## src/rtl/mem_arbiter.sv

```systemverilog
// mem_arbiter: two-requester arbiter/sequencer for the single data-BRAM port.
// Port 0 is the core load/store stage, port 1 the program/data loader.
// Accesses are serialised; loads wait out READ_LATENCY before completing.

`ifndef LEN_MEM_ADDR
`define LEN_MEM_ADDR 32
`endif
`ifndef LEN_WORD
`define LEN_WORD 32
`endif
`ifndef LEN_MEMDATA_ADDR
`define LEN_MEMDATA_ADDR 14
`endif

module mem_arbiter #(
  parameter int unsigned READ_LATENCY = 2,  // legal 1..7
  parameter int unsigned ROUND_ROBIN  = 1   // 1 = alternate priority, 0 = port 0 fixed priority
) (
  input  logic                         clk,
  input  logic                         rstn,
  input  logic                         req0,
  input  logic                         req1,
  input  logic                         we0,
  input  logic                         we1,
  input  logic [`LEN_MEM_ADDR-1:0]     addr0,
  input  logic [`LEN_MEM_ADDR-1:0]     addr1,
  input  logic [`LEN_WORD-1:0]         wdata0,
  input  logic [`LEN_WORD-1:0]         wdata1,
  output logic                         accepted0,
  output logic                         accepted1,
  output logic                         accessed0,
  output logic                         accessed1,
  output logic [`LEN_WORD-1:0]         rdata0,
  output logic [`LEN_WORD-1:0]         rdata1,
  output logic                         busy,
  output logic [`LEN_MEMDATA_ADDR-1:0] a_mem,
  output logic [`LEN_WORD-1:0]         sd_mem,
  input  logic [`LEN_WORD-1:0]         ld_mem,
  output logic                         mem_write_flag
);

  typedef enum logic [1:0] {
    IDLE,
    WRITE,
    READ_WAIT
  } state_e;

  localparam logic [2:0] RL_INIT = 3'(READ_LATENCY);

  state_e                        state_q, state_d;
  logic                          owner_q, owner_d;
  logic                          rr_ptr_q, rr_ptr_d;
  logic [2:0]                    cnt_q, cnt_d;
  logic [`LEN_MEMDATA_ADDR-1:0]  a_mem_q, a_mem_d;
  logic [`LEN_WORD-1:0]          sd_mem_q, sd_mem_d;
  logic [`LEN_WORD-1:0]          rdata0_q, rdata0_d;
  logic [`LEN_WORD-1:0]          rdata1_q, rdata1_d;
  logic                          wflag_q, wflag_d;
  logic                          accessed0_q, accessed0_d;
  logic                          accessed1_q, accessed1_d;

  logic                          grant0, grant1;
  logic                          gnt_valid, gnt_port, gnt_we;
  logic [`LEN_MEMDATA_ADDR-1:0]  gnt_word;
  logic [`LEN_WORD-1:0]          gnt_wdata;

  // Byte-offset and out-of-range address bits are intentionally ignored.
  logic unused_addr_bits;
  assign unused_addr_bits = ^{addr0[`LEN_MEM_ADDR-1:`LEN_MEMDATA_ADDR+2], addr0[1:0],
                              addr1[`LEN_MEM_ADDR-1:`LEN_MEMDATA_ADDR+2], addr1[1:0]};

  // State register and datapath flops, asynchronously cleared
  always_ff @(posedge clk or negedge rstn) begin
    if (!rstn) begin
      state_q     <= IDLE;
      owner_q     <= 1'b0;
      rr_ptr_q    <= 1'b0;
      cnt_q       <= '0;
      a_mem_q     <= '0;
      sd_mem_q    <= '0;
      rdata0_q    <= '0;
      rdata1_q    <= '0;
      wflag_q     <= 1'b0;
      accessed0_q <= 1'b0;
      accessed1_q <= 1'b0;
    end else begin
      state_q     <= state_d;
      owner_q     <= owner_d;
      rr_ptr_q    <= rr_ptr_d;
      cnt_q       <= cnt_d;
      a_mem_q     <= a_mem_d;
      sd_mem_q    <= sd_mem_d;
      rdata0_q    <= rdata0_d;
      rdata1_q    <= rdata1_d;
      wflag_q     <= wflag_d;
      accessed0_q <= accessed0_d;
      accessed1_q <= accessed1_d;
    end
  end

  // Arbitration: only in IDLE; pointer port wins a tie when round-robin is on
  always_comb begin
    grant0 = 1'b0;
    grant1 = 1'b0;
    if (state_q == IDLE) begin
      if (req0 && req1) begin
        if ((ROUND_ROBIN != 0) && rr_ptr_q) grant1 = 1'b1;
        else                                grant0 = 1'b1;
      end else begin
        grant0 = req0;
        grant1 = req1;
      end
    end
    gnt_valid = grant0 | grant1;
    gnt_port  = grant1;
    gnt_we    = grant1 ? we1 : we0;
    gnt_word  = grant1 ? addr1[`LEN_MEMDATA_ADDR+1:2] : addr0[`LEN_MEMDATA_ADDR+1:2];
    gnt_wdata = grant1 ? wdata1 : wdata0;
  end

  // Next-state and datapath: accessed pulses are registered so a store
  // completes in its WRITE cycle and a load in the IDLE cycle after capture
  always_comb begin
    state_d     = state_q;
    owner_d     = owner_q;
    rr_ptr_d    = rr_ptr_q;
    cnt_d       = cnt_q;
    a_mem_d     = a_mem_q;
    sd_mem_d    = sd_mem_q;
    rdata0_d    = rdata0_q;
    rdata1_d    = rdata1_q;
    wflag_d     = 1'b0;
    accessed0_d = 1'b0;
    accessed1_d = 1'b0;
    case (state_q)
      IDLE: begin
        if (gnt_valid) begin
          owner_d  = gnt_port;
          rr_ptr_d = ~gnt_port;
          a_mem_d  = gnt_word;
          sd_mem_d = gnt_wdata;
          wflag_d  = gnt_we;
          if (gnt_we) begin
            state_d     = WRITE;
            accessed0_d = ~gnt_port;
            accessed1_d = gnt_port;
          end else begin
            state_d = READ_WAIT;
            cnt_d   = RL_INIT;
          end
        end
      end
      WRITE: begin
        state_d = IDLE;
      end
      READ_WAIT: begin
        cnt_d = cnt_q - 3'd1;
        if (cnt_q == 3'd1) begin
          state_d     = IDLE;
          accessed0_d = ~owner_q;
          accessed1_d = owner_q;
          if (owner_q) rdata1_d = ld_mem;
          else         rdata0_d = ld_mem;
        end
      end
      default: begin
        state_d = IDLE;
      end
    endcase
  end

  // Outputs: grant pulses are combinational and suppressed while in reset
  always_comb begin
    accepted0      = rstn & grant0;
    accepted1      = rstn & grant1;
    accessed0      = accessed0_q;
    accessed1      = accessed1_q;
    rdata0         = rdata0_q;
    rdata1         = rdata1_q;
    busy           = (state_q != IDLE);
    a_mem          = a_mem_q;
    sd_mem         = sd_mem_q;
    mem_write_flag = wflag_q;
  end

endmodule
```

## config.mk

```make
export PLATFORM = sky130hd
export DESIGN_NAME = mem_arbiter
export DESIGN_NICKNAME = d
export VERILOG_FILES = /design/src/rtl/mem_arbiter.sv
export SDC_FILE = /design/constraint.sdc
export NUM_CORES = 1
export LEC_CHECK = 0
export ABC_AREA = 0
export ABC_CLOCK_PERIOD_IN_PS = 4650
export BUFFER_PORTS_ARGS = -buffer_cell sky130_fd_sc_hd__buf_2
export CORE_AREA = 2 2 111 113
export CTS_CLUSTER_DIAMETER = 200
export DETAILED_ROUTE_END_ITERATION = 6
export DIE_AREA = 0 0 113 115
export GPL_TIMING_DRIVEN = 0
export PLACE_DENSITY_LB_ADDON = 0.2
export SLEW_MARGIN = 20
export SYNTH_ARGS = -nofsm -noshare
export SYNTH_HDL_FRONTEND = slang
export SYNTH_SLANG_ARGS = --single-unit
```

## constraint.sdc

```tcl
create_clock -name clk -period 4.65 [get_ports clk]
set_clock_uncertainty 0.15 [all_clocks]
set_input_delay 0.6975 -clock clk [delete_from_list [all_inputs] [get_ports clk]]
set_output_delay 0.6975 -clock clk [all_outputs]
set_load 0.005 [all_outputs]
```

==> run summary, run 1 <==
1st-pass router iterations = 7
Ys async rst share = 100%
RePlAce Congestion = 0.894
DIE HEIGHT = 115 um
H-Tree Depth = 4
Total length of routed wires = 14.6 mm
Max Clk Rate = 358 MHz
Cells after synthesis = 418
Met2 WL post-DR = 7.23 mm
Lkg Pwr = 0.00355 uW
Hold Vio Cnt, Final = 0
Worst setup path class = input port to output pin
Final critical-path share of the clock period = 60.1%
Met1 WL = 6.02 mm
Uppermost routed layer = met4
Vias in the first global route = 4642
Status = finished, violations left
Most common cell after layout, fill and taps aside = buf_2
RSZ-0062 raised after global routing = no
Distinct cells, synth = 37
Most used DFF post-synth = dfrtp_1
Die span in x = 113 um
Reg clk slew, reported paths = 0.06 ns
Antenna-violating nets left = 0
Average cell area after synthesis = 12.7 um^2
First-pass GRT wire length = 23.2 mm
Slew at the pin closest to its max-slew limit = 0.582 ns
Yosys reg bits = 120
Final instance area = 7340 um^2
Syn nets = 586
Cell Rows = 40
Failing checks = DRC
Fin crit period = 2.79 ns
VDD IR max = 326 uV
Flop2flop setup slack = 2.70 ns
Nets = 850
Max Slew Vio Count = 0
Power Dens Cells = 692 nW/um^2
Layout cells sized above 1 = 52.2%
Setup violations, final = 0
Sink Count = 120
Critical Path AT = 1.95 ns
DP Worst Slack = 1.87 ns
Max-cap viol count = 0
DIE AREA = 13000 um^2
Length of routed met3 wiring = 1.18 mm
Worst Hold Class = input port to async pin
Vias/cell = 5.45
Antenna violations before repair = 0
Reg2Reg Launch Point = cnt_q[0]
Synthesis Warnings = 0
Maximum clock path buffer count = 2
R2r endpoint = rdata1[12]
Core Area = 11800 um^2
Aggregate global routing overflow = 0
Root buffer cell = clkbuf_16
DR iter-0 viols = 410
Dpl cell area = 6730 um^2
Crit end category = output pin
Most frequent cells in the layout = buf_2, dfrtp_1, mux2_2, nand4_1
Io pins = 282
CTS-repair resized insts = 0
CP Max Fanout = 10
Crit path required time = 3.80 ns
Clock Latency Late Sink = 0.40 ns
Drt drc = 17
Largest net degree at the start of global routing = 63
Cell area after synthesis = 5290 um^2
WHS = 0.106 ns
GR Util All Layers = 22.7%
Clock buffers created by TritonCTS = 17
Fill count = 952
Antenna cells = 0
CTS tree = done
Post-synth EDFFs = 0
Post-CTS Hold Buffers = 0
Slew margin rel. = 61.2%
R2R cell count = 5
Setup tns final = 0 ns
Sequential share of the synthesized area = 56.8%
Initial Utilization = 44.8%
Startpoint types = input port
Post-CTS Setup Bufs = 0
Routed length per instance = 17.3 um
Final HPWL DP = 10.7 mm
Vias = 4593
Port buffer count = 244
PnR worst setup slack = 1.86 ns
Worst Setup SP = req0
Area growth, synth to finish = 38.7%
==> flip-flops by register name, summed over array words and instances (netlist names), 2 cells and up <==
signal and flops:
sd_mem 32, rdata1 32, state_q 2, cnt_q 3
a_mem 14, rdata0 32
==> Yosys cell counts (all sizes together) (3+ instances only) <==
master / count / share of area, %
a21boi: 16 / 2.3
a221o: 16 / 3.0
and2: 3 / 0.40
buf: 19 / 2.6
clkbuf: 22 / 1.6
dfrtp: 120 / 57
inv: 5 / 0.35
mux2: 64 / 15
nand2: 5 / 0.40
nand3: 30 / 2.8
nand4: 31 / 3.7
nor2: 3 / 0.21
o211ai: 30 / 4.3
o21ai: 30 / 2.8
==> worst max-delay path by stage <==
stage,slack [ns],cells after the start,endpoint
floorplan,2.30,6,accepted0
global placement,0.67,3,accepted0
detailed placement,1.87,7,accepted1
CTS,1.84,7,accepted0
global route,1.70,7,accepted0
finish,1.86,7,accepted1
==> cell families (layout without fill, tap and decap cells) <==
group,Yosys count,count (layout),share of synthesized area [%]
mux,65,65,15.2
compound gates,103,103,14.0
buf+inv,46,323,4.54
flops,120,120,56.8
simple gates,80,80,8.68
xor+xnor,2,2,0.331
fa+ha+maj,2,2,0.473
==> cell type report <==
| class | count | area [um^2] | area share [%] |
|---|---|---|---|
| Clock buffer | 24 | 492 | 6.70 |
| Tap cell | 147 | 184 | 2.51 |
| Timing Repair Buffer | 245 | 1250 | 17.1 |
| Clock inverter | 8 | 118 | 1.60 |
| Sequential cell | 120 | 3000 | 40.9 |
| Inverter | 5 | 18.8 | 0.256 |
| Buffer | 41 | 221 | 3.02 |
| Multi-Input combinational cell | 252 | 2050 | 27.9 |
==> routing by layer <==
metal	track usage (%)	vias to the layer above
met1	28.0	2258
met5	0	-
met4	8.86	0
li1	-	2109
met2	37.3	209
met3	7.49	17
==> worst max-delay path, stage by stage <==
cell and delay [ns]:
buf_2 0.13, nand2b_1 0.07, clkbuf_1 0.27, and3_1 0.24, buf_2 0.25, and2_1 0.17
buf_2 0.11
==> power by group <==
part | switching, uW | internal [uW]
registers | 264 | 1570
logic | 906 | 1000
clock network | 439 | 896
==> per-stage QoR <==
stage,util [%],std cells,total power (uW)
2_1_floorplan,-,418,2900
3_3_place_gp,56.7,809,3680
3_5_place_dp,57.0,810,3760
4_1_cts,62.1,842,5120
5_1_grt,62.1,842,5410
6_report,62.1,842,5080
No activity file was read; power rests on OpenSTA's default activity.
==> run 2: changes to the inputs <==
--- a/config.mk
+++ b/config.mk
@@ -5,13 +5,14 @@
 export SDC_FILE = /design/constraint.sdc
 export NUM_CORES = 1
 export LEC_CHECK = 0
-export ABC_AREA = 0
-export ABC_CLOCK_PERIOD_IN_PS = 4650
+export ABC_AREA = 1
+export ABC_CLOCK_PERIOD_IN_PS = 2700
 export BUFFER_PORTS_ARGS = -buffer_cell sky130_fd_sc_hd__buf_2
-export CORE_AREA = 2 2 111 113
+export CORE_ASPECT_RATIO = 1.75
+export CORE_MARGIN = 2
+export CORE_UTILIZATION = 45
 export CTS_CLUSTER_DIAMETER = 200
 export DETAILED_ROUTE_END_ITERATION = 6
-export DIE_AREA = 0 0 113 115
 export GPL_TIMING_DRIVEN = 0
 export PLACE_DENSITY_LB_ADDON = 0.2
 export SLEW_MARGIN = 20
==> constraint.sdc (replaced) <==
create_clock -name clk -period 2.7 [get_ports clk]
set_clock_uncertainty 0.15 [all_clocks]
set_input_delay 0.405 -clock clk [delete_from_list [all_inputs] [get_ports clk]]
set_output_delay 0.405 -clock clk [all_outputs]
set_load 0.005 [all_outputs]
==> run 2 against run 1 <==
The run now ends clean. Register-to-register slack lost 1.8 ns. Wire length shrank 4.1%. Cell count grew 17%. Setup slack lost 1.5 ns.
==> run summary, run 2 <==
Cell Rows = 51
Register area = 3000 um^2
Top cells by area, synth = dfrtp_1, nand2_1, o21ai_0
DP Worst Slack = 0.856 ns
Die span in x = 84.8 um
Initial Utilization = 46.3%
Crit path required time = 2.14 ns
Total length of routed wires = 14.0 mm
Core Area = 11100 um^2
Count leader, synth = nand2_1
1st-pass router iterations = 5
Most used DFF post-synth = dfrtp_1
Post-CTS Hold Buffers = 1
Routed length per instance = 14.2 um
Yosys reg bits = 120
First-pass GRT wire length = 23.3 mm
Psw = 2940 uW
RePlAce Congestion = 0.821
Hold Vio Cnt, Final = 0
Average cell area after synthesis = 8.89 um^2
Yosys top cell by area = dfrtp_1
Vias/cell = 4.84
Antenna-violating nets left = 0
Multi-input logic area = 1580 um^2
Area growth, synth to finish = 40.8%
Ys async rst share = 100%
VDD IR max = 711 uV
Vias = 4783
Final instance area = 7230 um^2
Dpl cell area = 6560 um^2
Largest net degree at the start of global routing = 64
Fin crit period = 2.39 ns
Syn nets = 746
Worst Hold Class = input port to register
Clock Latency Late Sink = 0.40 ns
Clock buffers created by TritonCTS = 17
GR Util All Layers = 23.4%
DR iter-0 viols = 187
Slew margin rel. = 60.7%
Register share of total power = 36.9%
Final critical-path share of the clock period = 88.5%
Antenna violations before repair = 0
Drt drc = 0
Worst setup path class = input port to output pin
Final HPWL DP = 10.7 mm
Reg clk slew, reported paths = 0.06 ns
Fill count = 929
Comb power frac = 34.4%
Setup tns final = 0 ns
Startpoint types = input port
RSZ-0062 raised after global routing = no
CTS-repair resized insts = 0
Root buffer cell = clkbuf_16
DIE HEIGHT = 145 um
Power, Total = 8660 uW
Aggregate global routing overflow = 0
Maximum clock path buffer count = 2
Layout cells sized above 1 = 36.9%
DIE AREA = 12300 um^2
Nets = 1012
Post-synth EDFFs = 0
Slew at the pin closest to its max-slew limit = 0.589 ns
Power Dens Cells = 1200 nW/um^2
R2R cell count = 9
Status = finished clean
Cells after synthesis = 578
Post-CTS Setup Bufs = 0
Total internal power = 5730 uW
Max Clk Rate = 419 MHz
Setup violations, final = 0
Most common cell after layout, fill and taps aside = buf_2
Min-Delay Path Depth = 3
CTS tree = done
H-Tree Depth = 4
Max Slew Vio Count = 0
Port buffer count = 245
PnR worst setup slack = 0.311 ns
Cell area after synthesis = 5140 um^2
Post-synth top area share = 58.5%
CP Max Fanout = 63
Vias in the first global route = 4919
Most frequent cells in the layout = buf_2, nand2_1, dfrtp_1, o21ai_0, inv_1
Sink Count = 120
Clock share of power = 28.7%
Synthesis Warnings = 0
WHS = 0.0676 ns
Max-cap viol count = 0
Crit end category = output pin
Critical Path AT = 1.83 ns
Io pins = 282
Distinct cells, synth = 22
Sequential share of the synthesized area = 58.5%
Post-synth top cells = nand2_1, dfrtp_1, o21ai_0, inv_1, o21ai_1
Sw Ratio = 33.9%
Antenna cells = 0
Lkg Pwr = 0.00406 uW
==> run 2: logic make-up after synthesis <==
logic type	synth area share [%]
fa+ha+maj	0.487
compound gates	12.8
simple gates	17.2
xor+xnor	0.171
flops	58.5
buf+inv	10.9
==> run 2: final timing paths <==
check,slack (ns),to,startpoint
worst max register to register,0.92,rdata1[11],cnt_q[1]
worst min-delay path,0.07,sd_mem[28],wdata0[28]
max in group asynchronous,1.32,sd_mem[21],rstn
worst min register to register,0.33,a_mem[0],a_mem[0]
min in group asynchronous,0.40,rdata1[0],rstn
worst max-delay path,0.31,accepted0,rstn
==> run 2: metal layers <==
| metal | GRT usage (%) | routed length, um | part of all wire [%] |
|---|---|---|---|
| met1 | 26.1 | 5270 | 38 |
| met2 | 40.9 | 7280 | 52 |
| met3 | 7.32 | 1070 | 7.6 |
| met4 | 9.13 | 394 | 2.8 |
| met5 | 0 | 0 | 0 |
==> run 2: layout make-up <==
| type | count | share of cell area [%] |
|---|---|---|
| clock inverter | 14 | 3.08 |
| clock buffer | 18 | 6.07 |
| multi-input combinational | 349 | 21.8 |
| inverter | 78 | 4.05 |
| buffer | 31 | 3.67 |
| timing repair buffer | 247 | 17.6 |
| sequential | 120 | 41.5 |
| tap | 132 | 2.28 |
==> run 2: power groups by stage <==
| stage | Sequential (uW) | Clock [uW] | Combinational, uW |
|---|---|---|---|
| finish | 3200 | 2490 | 2980 |
| global route | 3300 | 2630 | 3400 |
| floorplan | 3260 | 0 | 1470 |
| detailed placement | 3210 | 0 | 3030 |
| global placement | 3180 | 0 | 2920 |
| CTS | 3200 | 2530 | 3030 |
==> run 2: worst max-delay path, stage by stage <==
cell,delay [ns]
dlygate4sd3_1,0.54
buf_6,0.47
inv_1,0.13
nor2_1,0.12
buf_2,0.13
==> run 2: metrics by stage <==
stage / util, % / instances
6_report: 65.2 / 989
2_1_floorplan: - / 578
3_3_place_gp: 58.8 / 955
3_5_place_dp: 59.1 / 956
5_1_grt: 65.2 / 989
4_1_cts: 65.2 / 989
